<file path="src/rtl/mem_access_unit.sv">
// MEM-stage initiator for the data-memory port: loads with lane extraction, stores with RMW merge.
// Optional MAU_MISALIGN_TRAP_EN turns misaligned half/word accesses into error responses.
module mem_access_unit #(
   parameter int ADDR_W = 10
) (
   input  logic        clk,
   input  logic        rst_n,
   input  logic        req_valid,
   output logic        req_ready,
   input  logic [2:0]  req_op,
   input  logic [31:0] req_addr,
   input  logic [31:0] req_wdata,
   output logic        resp_valid,
   output logic [31:0] resp_rdata,
   output logic        resp_err,
   output logic        busy,
   output logic        mem_ce,
   output logic        mem_we,
   output logic        mem_rr,
   output logic [31:0] mem_addr,
   output logic [31:0] mem_wdata,
   output logic [3:0]  mem_w_mask,
   output logic [3:0]  mem_r_mask,
   input  logic [31:0] mem_rdata
);

   localparam logic [2:0] OP_LB  = 3'b000;
   localparam logic [2:0] OP_LH  = 3'b001;
   localparam logic [2:0] OP_SW  = 3'b010;
   localparam logic [2:0] OP_LW  = 3'b011;
   localparam logic [2:0] OP_LBU = 3'b100;
   localparam logic [2:0] OP_LHU = 3'b101;
   localparam logic [2:0] OP_SB  = 3'b110;
   localparam logic [2:0] OP_SH  = 3'b111;

   typedef enum logic [2:0] {
      S_IDLE,
      S_RD1,
      S_RD2,
      S_WR,
      S_RESP
   } state_e;

   state_e              state_q, state_d;
   logic [2:0]          op_q, op_d;
   logic [ADDR_W+1:0]   addr_q, addr_d;
   logic [31:0]         wdata_q, wdata_d;
   logic                mis;

   logic unused_addr;
   assign unused_addr = ^req_addr[31:ADDR_W+2];

`ifdef MAU_MISALIGN_TRAP_EN
   logic err_q, err_d;

   always_comb begin
      mis = 1'b0;
      unique case (req_op)
         OP_LH, OP_LHU, OP_SH: mis = req_addr[0];
         OP_LW, OP_SW:         mis = |req_addr[1:0];
         default:              mis = 1'b0;
      endcase
   end

   always_ff @(posedge clk or negedge rst_n) begin
      if (!rst_n) err_q <= 1'b0;
      else        err_q <= err_d;
   end

   always_comb begin
      err_d = err_q;
      if (state_q == S_IDLE && req_valid) err_d = mis;
   end
`else
   assign mis = 1'b0;
`endif

   always_ff @(posedge clk or negedge rst_n) begin
      if (!rst_n) begin
         state_q <= S_IDLE;
         op_q    <= '0;
         addr_q  <= '0;
         wdata_q <= '0;
      end else begin
         state_q <= state_d;
         op_q    <= op_d;
         addr_q  <= addr_d;
         wdata_q <= wdata_d;
      end
   end

   always_comb begin
      state_d = state_q;
      op_d    = op_q;
      addr_d  = addr_q;
      wdata_d = wdata_q;
      unique case (state_q)
         S_IDLE: begin
            if (req_valid) begin
               op_d    = req_op;
               addr_d  = req_addr[ADDR_W+1:0];
               wdata_d = req_wdata;
               if (mis)                  state_d = S_RESP;
               else if (req_op == OP_SW) state_d = S_WR;
               else                      state_d = S_RD1;
            end
         end
         S_RD1:  state_d = S_RD2;
         S_RD2: begin
            if (op_q == OP_SB || op_q == OP_SH) state_d = S_WR;
            else                                state_d = S_RESP;
         end
         S_WR:   state_d = S_RESP;
         S_RESP: state_d = S_IDLE;
         default: state_d = S_IDLE;
      endcase
   end

   logic [7:0]  byte_v;
   logic [15:0] half_v;
   logic [31:0] load_v;
   logic [31:0] merged;

   always_comb begin
      byte_v = mem_rdata[{addr_q[1:0], 3'b000} +: 8];
      half_v = addr_q[1] ? mem_rdata[31:16] : mem_rdata[15:0];
      load_v = '0;
      unique case (op_q)
         OP_LB:   load_v = {{24{byte_v[7]}}, byte_v};
         OP_LBU:  load_v = {24'd0, byte_v};
         OP_LH:   load_v = {{16{half_v[15]}}, half_v};
         OP_LHU:  load_v = {16'd0, half_v};
         OP_LW:   load_v = mem_rdata;
         default: load_v = '0;
      endcase
   end

   // Memory masks only cover low lanes, so sub-word stores write a merged full word
   always_comb begin
      merged = mem_rdata;
      unique case (op_q)
         OP_SB:   merged[{addr_q[1:0], 3'b000} +: 8] = wdata_q[7:0];
         OP_SH:   merged[{addr_q[1], 4'b0000} +: 16] = wdata_q[15:0];
         default: merged = wdata_q;
      endcase
   end

   assign mem_addr = {{(32-ADDR_W){1'b0}}, addr_q[ADDR_W+1:2]};

   always_comb begin
      req_ready  = 1'b0;
      busy       = 1'b1;
      resp_valid = 1'b0;
      resp_rdata = '0;
      resp_err   = 1'b0;
      mem_ce     = 1'b0;
      mem_we     = 1'b0;
      mem_rr     = 1'b0;
      mem_wdata  = '0;
      mem_w_mask = 4'b0000;
      mem_r_mask = 4'b0000;
      unique case (state_q)
         S_IDLE: begin
            req_ready = 1'b1;
            busy      = 1'b0;
         end
         S_RD1, S_RD2: begin
            mem_ce     = 1'b1;
            mem_rr     = 1'b1;
            mem_r_mask = 4'b1111;
         end
         S_WR: begin
            mem_ce     = 1'b1;
            mem_we     = 1'b1;
            mem_w_mask = 4'b1111;
            mem_wdata  = merged;
         end
         S_RESP: begin
            resp_valid = 1'b1;
`ifdef MAU_MISALIGN_TRAP_EN
            resp_err   = err_q;
            resp_rdata = err_q ? 32'd0 : load_v;
`else
            resp_rdata = load_v;
`endif
         end
         default: begin
            busy = 1'b0;
         end
      endcase
   end

endmodule
</file>
<file path="config.mk">
export PLATFORM = sky130hd
export DESIGN_NAME = mem_access_unit
export DESIGN_NICKNAME = d
export VERILOG_FILES = /design/src/rtl/mem_access_unit.sv
export SDC_FILE = /design/constraint.sdc
export NUM_CORES = 1
export LEC_CHECK = 0
export CELL_PAD_IN_SITES_DETAIL_PLACEMENT = 2
export CELL_PAD_IN_SITES_GLOBAL_PLACEMENT = 2
export CORE_ASPECT_RATIO = 0.6
export CORE_MARGIN = 4
export CORE_UTILIZATION = 23
export CTS_CLUSTER_SIZE = 25
export DETAILED_ROUTE_END_ITERATION = 6
export GPL_TIMING_DRIVEN = 0
export HOLD_SLACK_MARGIN = 0.15
export PLACE_DENSITY = 0.94
export SLEW_MARGIN = 20
export SYNTH_ARGS = -nofsm -noshare
export SYNTH_HDL_FRONTEND = slang
export SYNTH_SLANG_ARGS = --single-unit
</file>
<file path="constraint.sdc">
create_clock -name clk -period 3.05 [get_ports clk]
set_clock_uncertainty 0.15 [all_clocks]
set_input_delay 0.61 -clock clk [delete_from_list [all_inputs] [get_ports clk]]
set_output_delay 0.61 -clock clk [all_outputs]
set_load 0.01 [all_outputs]
</file>
======== Yosys cells after proc, flatten, opt, wreduce, memory -nomap -nowiden ========
Index checks and enable logic that the tools add are counted.
storage, ports and cells
  register bits after elaboration ......... 50
  input bits .............................. 102
  logic and storage cells ................. 49
cells by class
  add/sub/neg operators ................... 2
  equal/unequal tests ..................... 12
  shift operators ......................... 5
  muxes and demuxes ....................... 19
  reduce and logical (&&, ||, !) cells .... 7
operators by type and width
  operator                   number
  $pmux W32 S5               1
  $bwmux W32                 2
  $mux W32                   2
  $pmux W32 S2               1
  $shift A16 B7 Y32 const A  1
  $shift A8 B7 Y32 const A   1
  $shiftx A16 B7 Y32         1
  $shiftx A32 B6 Y8          1
  $shiftx A8 B7 Y32          1
  $mux W16                   1
  $eq A3 B3 Y1 const B       5
  $neg A5 Y7                 2
  $eq A3 B2 Y1 const B       4
  $pmux W3 S4                1
  $mux W4                    2
  $eq A3 B1 Y1 const B       2
  $logic_not A3 Y1           2
  $mux W1                    6
  $mux W3                    2
  $reduce_or A4 Y1           1
  $reduce_or A3 Y1           1
  $mux W2                    1
  $ne A2 B2 Y1 const B       1
  $reduce_and A2 Y1          1
  other kinds (2)            2

======== Logic depth before layout (Yosys ltp) ========
Gate-level depths: netlist (run 1).
  depth after elaboration ................. 5
  depth in mapped cells ................... 8

======== Worst setup path after synthesis (run 1) ========
OpenSTA, ideal clock, no wires.
  kind .................................... reg2out
  start ................................... reg addr_q[1]
  end ..................................... out mem_wdata[10]
  arrival ................................. 2.118 ns
  data required time ...................... 2.290 ns
  setup slack ............................. 0.172 ns
  cell stages (with the launch flop) ...... 9
  path buffers ............................ 2
  cell sequence ........................... dfrtp_1 buf_4 buf_2 inv_1 ha_1 and3_4 and2b_4 a221oi_1 a2111oi_1
between the ends
  cells in the longest elaborated chain, start to end .. 5
  elaborated cells between the ends (all ways) .. 10
  those cells by class .................... add/sub: 2; shift: 4; mux: 4
ends and longest elaborated chain
  item                                              RTL line  source
  start: declaration                                46        logic [ADDR_W+1:0] addr_q, addr_d;
  start signal: assignment                          87        addr_q <= addr_d;
  $neg A5 Y7 (on tied branches)                     143, 142
  $shiftx A16 B7 Y32, or another cell as far along  143       OP_SH: merged[{addr_q[1], 4'b0000} +: 16] = wdata_q[15:0];
  $bwmux W32 (on tied branches)                     143, 142
  $pmux W32 S2 (*)                                  141       unique case (op_q)
  $mux W32 (*)                                      162       unique case (state_q)
  end: declaration                                  21        output logic [31:0] mem_wdata,
Mark *: on every way between the ends. The rest lies on a longest branch, timed or not.

======== Final worst setup path (run 1) ========
  start ................................... reg addr_q[1]
  end ..................................... out mem_wdata[6]
The elaborated chain is that of the path after synthesis.

==> flow_metrics.tcl, run 1 <==
set metrics [dict create \
    relSlewSlack_pct 39.73 \
    cts_tree "yes" \
    insertion_delay_ns 0.30 \
    final.period_utilization_pct 105.1 \
    end_kind "primary output" \
    final_nets 834 \
    start_util_pct 23.70 \
    async_reset_ff_share_pct 100.0 \
    worstHoldPathType "in -> async" \
    grtUsageTotal_pct 21.37 \
    period_needed_ns 3.205 \
    dieHeight_microns 114.4 \
    vias 4953 \
    ctsHtreeMaxLevel 2 \
    antenna_cells 0 \
    dp_hpwl_microns 17410 \
    antenna_left 0 \
    cpPeakStageDelay_ns 0.41 \
    cts-root-buf "clkbuf_16" \
    fp.dieW_microns 185.3 \
    stdcell_count 968 \
    yosys.cell_types.count 59 \
    viasPerCell 5.117 \
    max_slew.worst_pin.slew_ns 0.9040 \
    utilization_pct 38.80 \
    fillers 1992 \
    hold_viol 0 \
    drt_pass1_iterations 4 \
    path_clk_slew_ns 0.07 \
    pin_count 213 \
    drtIter0Drc 392 \
    cts_hold_buf 0 \
    grt_pass1_wl_microns 34320 \
    placeableCoreArea_sq_um 18310 \
    port_buffers 169 \
    die_area_sq_um 21190 \
    critPathRequiredTime_ns 2.29 \
    syn_area_per_cell_sq_um 8.889 \
    netlist_area_sq_um 4338 \
    crit_path_top_delay_cell "dfrtp_1" \
    worst-path-buf-inv 5 \
    synth-edff-count 0 \
    setup_viol 20 \
    grt_overflow 0 \
    grt_pass1_vias 5389 \
    synth-main-ff-cell "dfrtp_1" \
    crit_type "reg -> out" \
    num_rows 38 \
    ys_ff_latch 50 \
    power_density_nw_per_um2 1011 \
    grt_max_degree 51 \
    cp_cell_sequence "buf_6 > buf_8 > inv_8 > ha_4 > or3b_4 > a21oi_4 > buf_6 > a22oi_2 > nor2_2 > buf_6" \
    antenna_found_initial 1 \
    fmax_mhz 312.0 \
    dp_cells 919 \
    run_status "finished, violations left" \
    netlist_instances 488 \
    peakVddDrop_v 0.0003244 \
    start_kind "flip-flop" \
    fin_ws_ns -0.1549 \
    rsz0062_at_grt "yes" \
    crit_family "buffers and inverters" \
    syn_to_final_growth_pct 63.74 \
    drive_above_1_share_pct 39.15 \
    worst_path_most_repeated_cell "buf_6" \
    maxCapViolCount 0 \
    yosysSeqAreaShare_pct 28.84 \
    clockBufferDepth 2 \
    ys_warn_count 0 \
    wirelength_microns 23820 \
    route.detailed.drc 0 \
    clock-sinks 50 \
    drv_slew 0 \
    gp_congestion 0.9128 \
    crit_fanout 6 \
    numCtsBuffers 5 \
    failed_checks "negative setup slack" \
    cp_data_arrival_time_ns 2.44 \
    detail_route.wl_per_cell_microns 24.60 \
    p_leak_nw 3.092 \
]
## metal layers
layer | up-vias | wire (microns) | track usage, %
met3 | 29 | 2627 | 7.333
met2 | 234 | 10180 | 32.20
met5 | - | 0 | 0
met4 | 0 | 312 | 3.470
met1 | 2509 | 10700 | 30.14
li1 | 2181 | - | -
## cell usage after synthesis, types with 4 or more instances
cell      instances  share of area [%]
a211o_1           4               0.81
a21oi_1          32                3.7
a221o_1           5                1.2
a221oi_1         12                2.4
a22oi_1          22                3.8
a31oi_1          13                1.9
and2_1           12                1.7
and3_1            8                1.2
buf_2            12                1.4
buf_4            47                8.1
buf_6             9                2.3
clkbuf_1          7               0.61
dfrtp_1          50                 29
ha_1              5                1.4
inv_1             8               0.69
mux2_1            8                2.1
mux2_2           39                 10
mux2i_1          22                5.1
nand2_1          56                4.8
nor2_1           34                2.9
nor2b_1          15                2.2
o211ai_1          8                1.4
o21ai_0          12                1.4
## registers in the layout (all words and copies together) (netlist names)
signal	flops
wdata_q	32
addr_q	12
op_q	3
state_q	3
## where the power goes
group | switching (W) | internal, W | leakage (nW)
sequential | 0.000459 | 0.00101 | 0.589
combinational | 0.00258 | 0.00247 | 2.42
clock | 0.000278 | 0.000394 | 0.0848
## cells in the final DEF, fill, tap and decap left out, drive strengths merged, types with 4 or more instances in the layout
master	Yosys	final
buf	69	141
clkdlybuf4s50	0	93
nand2	57	57
dfrtp	50	50
mux2	47	47
nor2	34	34
a21oi	33	33
dlygate4sd2	0	25
conb	1	23
clkbuf	7	23
mux2i	22	22
a22oi	22	22
nor2b	16	16
a31oi	13	13
and2	13	13
o21ai	13	13
a221oi	12	12
and3	9	9
inv	9	9
o211ai	8	8
clkdlybuf4s15	0	8
a221o	5	5
ha	5	5
a211o	4	4
a2111oi	4	4
## layout make-up
cell class                      instances  area, sq um  area share (%)
Buffer                                 76        586.8           8.261
Clock buffer                            5        125.1           1.761
Clock inverter                          3        47.55          0.6694
Inverter                                9        48.80          0.6870
Multi-Input combinational cell        375         2918           41.08
Sequential cell                        50         1254           17.65
Tap cell                              240        300.3           4.228
Timing Repair Buffer                  210         1823           25.66
## final timing paths
| kind | startpoint | endpoint | slack [ns] | cells past startpoint |
|---|---|---|---|---|
| setup / recovery | addr_q[1] | mem_wdata[6] | -0.15 | 10 |
| hold reg to reg | wdata_q[21] | wdata_q[21] | 0.34 | 1 |
| hold / removal | rst_n | wdata_q[24] | 0.20 | 1 |
| min in group clk | wdata_q[21] | wdata_q[21] | 0.34 | 1 |
| max in group asynchronous | rst_n | op_q[1] | 2.05 | 1 |
| setup reg to reg | state_q[2] | wdata_q[11] | 1.19 | 6 |
## worst register-to-register path, stage by stage (launching register included)
cell	delay, ns
dfrtp_1	0.37
buf_2	0.18
nor3_2	0.16
and2_1	0.17
buf_6	0.14
buf_6	0.18
mux2_1	0.39
## cell families after synthesis
logic type,share of synthesized area [%]
other,0.08645
xor gates and xnor gates,0.4039
muxes,17.88
adders and majority gates,1.442
DFF,28.84
AOI/OAI and AO/OA,20.02
buffers and inverters,13.33
and+or+nand+nor,18.00
## metrics by stage
stage / instance area (sq um) / hold WS, ns / setup slack, ns / setup TNS [ns] / power (W)
2_1_floorplan: 4420 / 0.1644 / 0.1720 / 0 / 0.003770
3_3_place_gp: 6412 / 0.3205 / -0.6613 / -43.09 / 0.005260
3_5_place_dp: 6410 / 0.3359 / -0.6978 / -28.11 / 0.005443
4_1_cts: 6925 / 0.2199 / -0.06899 / -0.2521 / 0.006727
5_1_grt: 7103 / 0.2574 / -0.1651 / -3.384 / 0.007596
6_report: 7103 / 0.1996 / -0.1549 / -1.736 / 0.007181
## timing repair
action                     4_1_cts  5_1_grt
buffers inserted                30       10
gates cloned                     1        0
setup endpoints to repair       69       47
pin swaps                       22       32
resized for setup              255       70
No activity file was read; power rests on OpenSTA's default activity.
==> run 2: changes to the inputs <==
--- a/config.mk
+++ b/config.mk
@@ -5,16 +5,17 @@
 export SDC_FILE = /design/constraint.sdc
 export NUM_CORES = 1
 export LEC_CHECK = 0
+export ABC_AREA = 1
 export CELL_PAD_IN_SITES_DETAIL_PLACEMENT = 2
 export CELL_PAD_IN_SITES_GLOBAL_PLACEMENT = 2
 export CORE_ASPECT_RATIO = 0.6
 export CORE_MARGIN = 4
-export CORE_UTILIZATION = 23
+export CORE_UTILIZATION = 21
 export CTS_CLUSTER_SIZE = 25
 export DETAILED_ROUTE_END_ITERATION = 6
 export GPL_TIMING_DRIVEN = 0
 export HOLD_SLACK_MARGIN = 0.15
-export PLACE_DENSITY = 0.94
+export PLACE_DENSITY = 0.95
 export SLEW_MARGIN = 20
 export SYNTH_ARGS = -nofsm -noshare
 export SYNTH_HDL_FRONTEND = slang
==> run 2 against run 1 <==
- the flow still finishes with violations (negative setup slack)
- sequential power shrank 8%
- largest cell class unchanged
- worst setup slack improved by 0.13 ns
- combinational power is 4.4% lower
- critical endpoint is now resp_rdata[13]
- clock power down 14%
- maximum frequency is 4.2% higher
- utilization down 5.4 points
- final area rose by 3.7%
- highest routed layer unchanged
- worst hold slack lost 0.0043 ns
==> flow_metrics.tcl, run 2 <==
set metrics [dict create \
    run_status "finished, violations left" \
    failed_checks "negative setup slack" \
    ys_warn_count 0 \
    netlist_area_sq_um 4728 \
    worst-path-buf-inv 5 \
    cpPeakStageDelay_ns 0.53 \
    yosys.cell_types.count 30 \
    grt_overflow 0 \
    power_density_nw_per_um2 917.0 \
    async_reset_ff_share_pct 100.0 \
    start_util_pct 21.42 \
    start_kind "input pin" \
    p_leak_nw 3.700 \
    cp_data_arrival_time_ns 2.31 \
    fmax_mhz 325.2 \
    relSlewSlack_pct 53.74 \
    yosysTopAreaCellShare_pct 26.46 \
    grtUsageTotal_pct 20.23 \
    drive_above_1_share_pct 19.80 \
    yosysTopAreaCell "dfrtp_1" \
    viasPerCell 4.897 \
    crit_family "buffers and inverters" \
    final.period_utilization_pct 100.8 \
    gp_congestion 0.9108 \
    crit_path_top_delay_cell "clkdlybuf4s50_1" \
    hold_viol 0 \
    placeableCoreArea_sq_um 22070 \
    synth_most_common_cell "nand2_1" \
    sw_frac_of_total_pct 53.96 \
    reg2reg_from "state_q[0]" \
    place_area_sq_um 6848 \
    worst_path_most_repeated_cell "nand2_1" \
    synthTopCellsByCount "225 x nand2_1, 106 x nor2_1, 87 x nand3_1" \
    ctsHtreeMaxLevel 2 \
    clock-sinks 50 \
    grt_pass1_wl_microns 40220 \
    die_area_sq_um 25060 \
    clockPowerShare_pct 8.6 \
    top_register "wdata_q" \
    netlist_instances 788 \
    fp.dieW_microns 201.7 \
    wirelength_microns 27930 \
    worstHoldPathType "in -> async" \
    antenna_found_initial 0 \
    antenna_left 0 \
    final_common_cell "nand2_1" \
    cp_cell_sequence "clkdlybuf4s50_1 > inv_2 > o21ai_4 > buf_4 > nand2_1 > nand2_1 > inv_1 > a21oi_1 > dlygate4sd2_1" \
    synth_area_leaders "dfrtp_1 26%, nand2_1 18%, nand3_1 9.2%" \
    pin_count 213 \
    crit_fanout 3 \
    grt_max_degree 51 \
    fillers 2652 \
    period_needed_ns 3.075 \
    dp_hpwl_microns 20800 \
    setup_viol 3 \
    synth-edff-count 0 \
    yosysSeqAreaShare_pct 26.46 \
    ys_ff_latch 50 \
    drtIter0Drc 457 \
    clockBufferDepth 2 \
    final_nets 1106 \
    p_comb_share_pct 71.4 \
    largest_register_ffs 32 \
    mostFrequentLayoutCells "220 x nand2_1, 105 x nor2_1, 101 x clkdlybuf4s50_1, 85 x nand3_1, 61 x buf_4" \
    num_rows 42 \
    reg.largest.list "wdata_q x32, addr_q x12" \
    grt_pass1_vias 6711 \
    port_buffers 168 \
    finalInstanceArea_sq_um 7365 \
    vias 6297 \
    detail_route.wl_per_cell_microns 21.72 \
    p_sw_w 0.003644 \
    cts_tree "yes" \
    numCtsBuffers 5 \
    max_slew.worst_pin.slew_ns 0.6938 \
    startpoint "mem_rdata[13]" \
    intPower_w 0.003109 \
    syn_to_final_growth_pct 55.76 \
    maxCapViolCount 0 \
    drv_slew 0 \
    route.detailed.drc 0 \
    insertion_delay_ns 0.30 \
    holdWs_ns 0.1953 \
    fin_ws_ns -0.02472 \
    rsz0062_at_grt "yes" \
    peakVddDrop_v 0.0003788 \
    drt_pass1_iterations 7 \
    synth-main-ff-cell "dfrtp_1" \
    cts-root-buf "clkbuf_16" \
    path_clk_slew_ns 0.07 \
    crit_type "in -> out" \
    end_kind "primary output" \
    antenna_cells 0 \
    p_seq_share_pct 20.0 \
    dieHeight_microns 124.2 \
    cts_hold_buf 0 \
    critPathRequiredTime_ns 2.29 \
    syn_area_per_cell_sq_um 6.000 \
]
run 2: through the flow:
stage          cells  setup WS [ns]  setup TNS, ns  util (%)  power [W]
2_1_floorplan    810         0.3910              0         -   0.003725
3_3_place_gp    1264        -0.8293         -48.36     31.04   0.005225
3_5_place_dp    1264        -0.9098         -31.29     31.03   0.005477
4_1_cts         1277       0.002761              0     32.76   0.006374
5_1_grt         1286        -0.1325         -1.752     33.37   0.007227
6_report        1286       -0.02472       -0.04162     33.37   0.006754
run 2: layout make-up:
cell class	count	area, sq um	area share (%)
tap	286	357.8	4.859
timing repair buffer	183	1710	23.22
clock buffer	7	142.6	1.937
sequential	50	1252	17.01
multi-input combinational	606	3002	40.76
clock inverter	1	5.005	0.06796
buffer	85	621.8	8.444
inverter	68	272.8	3.704
run 2: path summary, 6_finish.rpt:
path	endpoint	slack, ns	cells after the start
worst max-delay path	resp_rdata[13]	-0.02	9
worst min-delay path	wdata_q[17]	0.20	1
worst max register to register	wdata_q[22]	0.97	7
worst min register to register	addr_q[11]	0.33	2
max in group asynchronous	addr_q[1]	2.06	1
min in group clk	addr_q[11]	0.33	2
run 2: what timing repair did:
item                       CTS  global route
pin swaps                    4            10
setup endpoints to repair   65            56
setup buffers                6             9
gates resized for setup    149            86
run 2: cells by family after synthesis:
group / count (synthesis) / share of synthesized area (%)
compound gates: 138 / 15.24
fa+ha+maj: 5 / 1.323
buf+inv: 154 / 17.41
flops: 50 / 26.46
other cells: 1 / 0.07931
simple gates: 440 / 39.48
run 2: power groups by stage:
stage	logic (W)	registers [W]	clock network, W
floorplan	0.00255	0.00117	0
global placement	0.00391	0.00132	0
detailed placement	0.00413	0.00135	0
CTS	0.00445	0.00133	0.000600
global route	0.00522	0.00138	0.000631
finish	0.00482	0.00135	0.000581
run 2: layer usage:
| layer | up-vias | part of all wire (%) | global-route usage (%) |
|---|---|---|---|
| met5 | - | 0 | 0 |
| met4 | 0 | 1.5 | 1.486 |
| met3 | 43 | 5.5 | 4.171 |
| met2 | 244 | 45 | 32.47 |
| met1 | 3128 | 48 | 29.35 |
| li1 | 2882 | - | - |
==> run 3: changes to the inputs <==
--- a/config.mk
+++ b/config.mk
@@ -11,6 +11,7 @@
 export CORE_ASPECT_RATIO = 0.6
 export CORE_MARGIN = 4
 export CORE_UTILIZATION = 21
+export CTS_BUF_LIST = sky130_fd_sc_hd__clkbuf_8
 export CTS_CLUSTER_SIZE = 25
 export DETAILED_ROUTE_END_ITERATION = 6
 export GPL_TIMING_DRIVEN = 0
==> run 3 against run 2 <==
- the run still ends with negative setup slack left
- flip-flop and latch count unchanged
- worst hold slack got worse by 0.052 ns
- via count rose by 2.4%
==> flow_metrics.tcl, run 3 (synthesis gave the netlist of run 2 again) <==
set metrics [dict create \
    sw_frac_of_total_pct 55.81 \
    vias 6447 \
    largest_register_ffs 32 \
    start_kind "flip-flop" \
    dieHeight_microns 124.2 \
    final_nets 1107 \
    syn_to_final_growth_pct 55.86 \
    clockPowerShare_pct 6.2 \
    r2r_end "wdata_q[22]" \
    rsz0062_at_grt "yes" \
    path_clk_slew_ns 0.10 \
    start_util_pct 21.42 \
    drtIter0Drc 438 \
    maxCapViolCount 0 \
    port_buffers 168 \
    clockBufferDepth 2 \
    worstHoldPathType "in -> async" \
    grt_max_degree 51 \
    cts-root-buf "clkbuf_8" \
    p_seq_share_pct 19.5 \
    fmax_mhz 323.2 \
    peakVddDrop_v 0.0002744 \
    holdWs_ns 0.1432 \
    worst-path-buf-inv 4 \
    antenna_left 0 \
    numCtsBuffers 5 \
    fp.dieW_microns 201.7 \
    grtUsageTotal_pct 20.93 \
    gp_congestion 0.9108 \
    cpPeakStageDelay_ns 0.41 \
    run_status "finished, violations left" \
    detail_route.wl_per_cell_microns 23.29 \
    die_area_sq_um 25060 \
    hold_viol 0 \
    fin_ws_ns -0.04413 \
    insertion_delay_ns 0.32 \
    grt_pass1_wl_microns 41620 \
    fillers 2628 \
    p_leak_nw 3.740 \
    crit_path_top_delay_cell "dfrtp_1" \
    route.detailed.drc 0 \
    r2r.worst_path.cells 7 \
    clock-sinks 50 \
    rrSetupSlack_ns 0.91 \
    wirelength_microns 29980 \
    critPathRequiredTime_ns 2.29 \
    failed_checks "negative setup slack" \
    grt_pass1_vias 6866 \
    drive_above_1_share_pct 22.88 \
    cp_data_arrival_time_ns 2.33 \
    end_kind "primary output" \
    crit_fanout 8 \
    relSlewSlack_pct 52.74 \
    grt_overflow 0 \
    max_slew.worst_pin.slew_ns 0.7089 \
    reg.largest.list "wdata_q x32, addr_q x12" \
    p_comb_share_pct 74.4 \
    crit_type "reg -> out" \
    worst_path_most_repeated_cell "buf_6" \
    antenna_cells 0 \
    antenna_found_initial 0 \
    crit_family "buffers and inverters" \
    final.period_utilization_pct 101.4 \
    p_sw_w 0.003884 \
    reg2reg_from "state_q[0]" \
    cts_tree "yes" \
    cp_cell_sequence "buf_6 > clkinvlp_4 > buf_6 > ha_4 > nand2_8 > o22ai_2 > nand2_1 > a21oi_2 > buf_2" \
    num_rows 42 \
    period_needed_ns 3.094 \
    mostFrequentLayoutCells "216 x nand2_1, 105 x nor2_1, 101 x clkdlybuf4s50_1, 83 x nand3_1, 57 x buf_4" \
    setup_viol 5 \
    power_density_nw_per_um2 944.4 \
    drt_pass1_iterations 5 \
    top_register "wdata_q" \
    viasPerCell 5.009 \
    final_common_cell "nand2_1" \
    placeableCoreArea_sq_um 22070 \
    ctsHtreeMaxLevel 2 \
    setup-tns-final_ns -0.1052 \
    pin_count 213 \
    intPower_w 0.003075 \
    drv_slew 0 \
    dp_hpwl_microns 20800 \
]
==> run 3: cell count changes in the layout (fill, tap and decap cells not counted), moves of 3 or more <==
cell and delta:
clkbuf_2 +7, clkdlybuf4s15_2 -9, dlygate4sd2_1 -13, o22ai_1 -4
clkbuf_4 +3, clkbuf_8 +5, buf_4 -4, nand2_1 -4
buf_2 +13, clkbuf_16 -4, a21oi_1 -4, a21oi_2 +3
==> run 3: layout make-up <==
type                    instances  area, sq um  share of cell area [%]
multi-input cells             606         3110                   42.21
repair buffers                184         1638                   22.22
flip-flops and latches         50         1254                   17.01
plain buffers                  84        635.6                   8.625
well taps                     286        357.8                   4.856
inverters                      68        276.5                   3.752
clock buffers                   6        82.58                   1.121
clock inverters                 2        8.758                  0.1188
repair inverters                1        6.256                 0.08489
==> run 3: how the worst max path moves through the flow <==
stage,from,endpoint,slack [ns],depth (start not counted)
floorplan,addr_q[1],mem_wdata[10],0.39,8
global placement,addr_q[1],mem_wdata[14],-0.83,9
detailed placement,addr_q[1],mem_wdata[13],-0.91,9
CTS,mem_rdata[15],resp_rdata[13],-0.08,7
global route,addr_q[0],mem_wdata[25],-0.10,11
finish,addr_q[0],mem_wdata[15],-0.04,9
==> run 3: layer usage <==
| metal | track usage [%] | vias to the layer above | part of all wire, % |
|---|---|---|---|
| met2 | 33.86 | 247 | 46 |
| met4 | 2.490 | 0 | 2.0 |
| met3 | 4.015 | 48 | 5.5 |
| met5 | 0 | - | 0 |
| met1 | 29.95 | 3277 | 47 |
| li1 | - | 2875 | - |
==> run 3: power groups by stage <==
stage	clock (W)	combinational (W)	sequential (W)
6_report	0.000428	0.00518	0.00135
5_1_grt	0.000470	0.00557	0.00138
4_1_cts	0.000438	0.00447	0.00132
3_5_place_dp	0	0.00413	0.00135
3_3_place_gp	0	0.00391	0.00132
2_1_floorplan	0	0.00255	0.00117
==> run 3: metrics by stage <==
stage | total power [W] | utilization (%) | instance area, sq um | cells | worst slack, ns
finish | 0.006960 | 33.39 | 7370 | 1287 | -0.04413
detailed placement | 0.005477 | 31.03 | 6848 | 1264 | -0.9098
CTS | 0.006226 | 32.64 | 7203 | 1279 | -0.07508
global placement | 0.005225 | 31.04 | 6850 | 1264 | -0.8293
global route | 0.007418 | 33.39 | 7370 | 1287 | -0.1041
floorplan | 0.003725 | - | 4811 | 810 | 0.3910
==> run 3: what timing repair did <==
action,CTS,global route
gates resized for setup,157,143
endpoints found under the setup margin,65,66
setup buffers,8,8
pin swaps,4,22
hold buffers,0,0
gates cloned,0,1
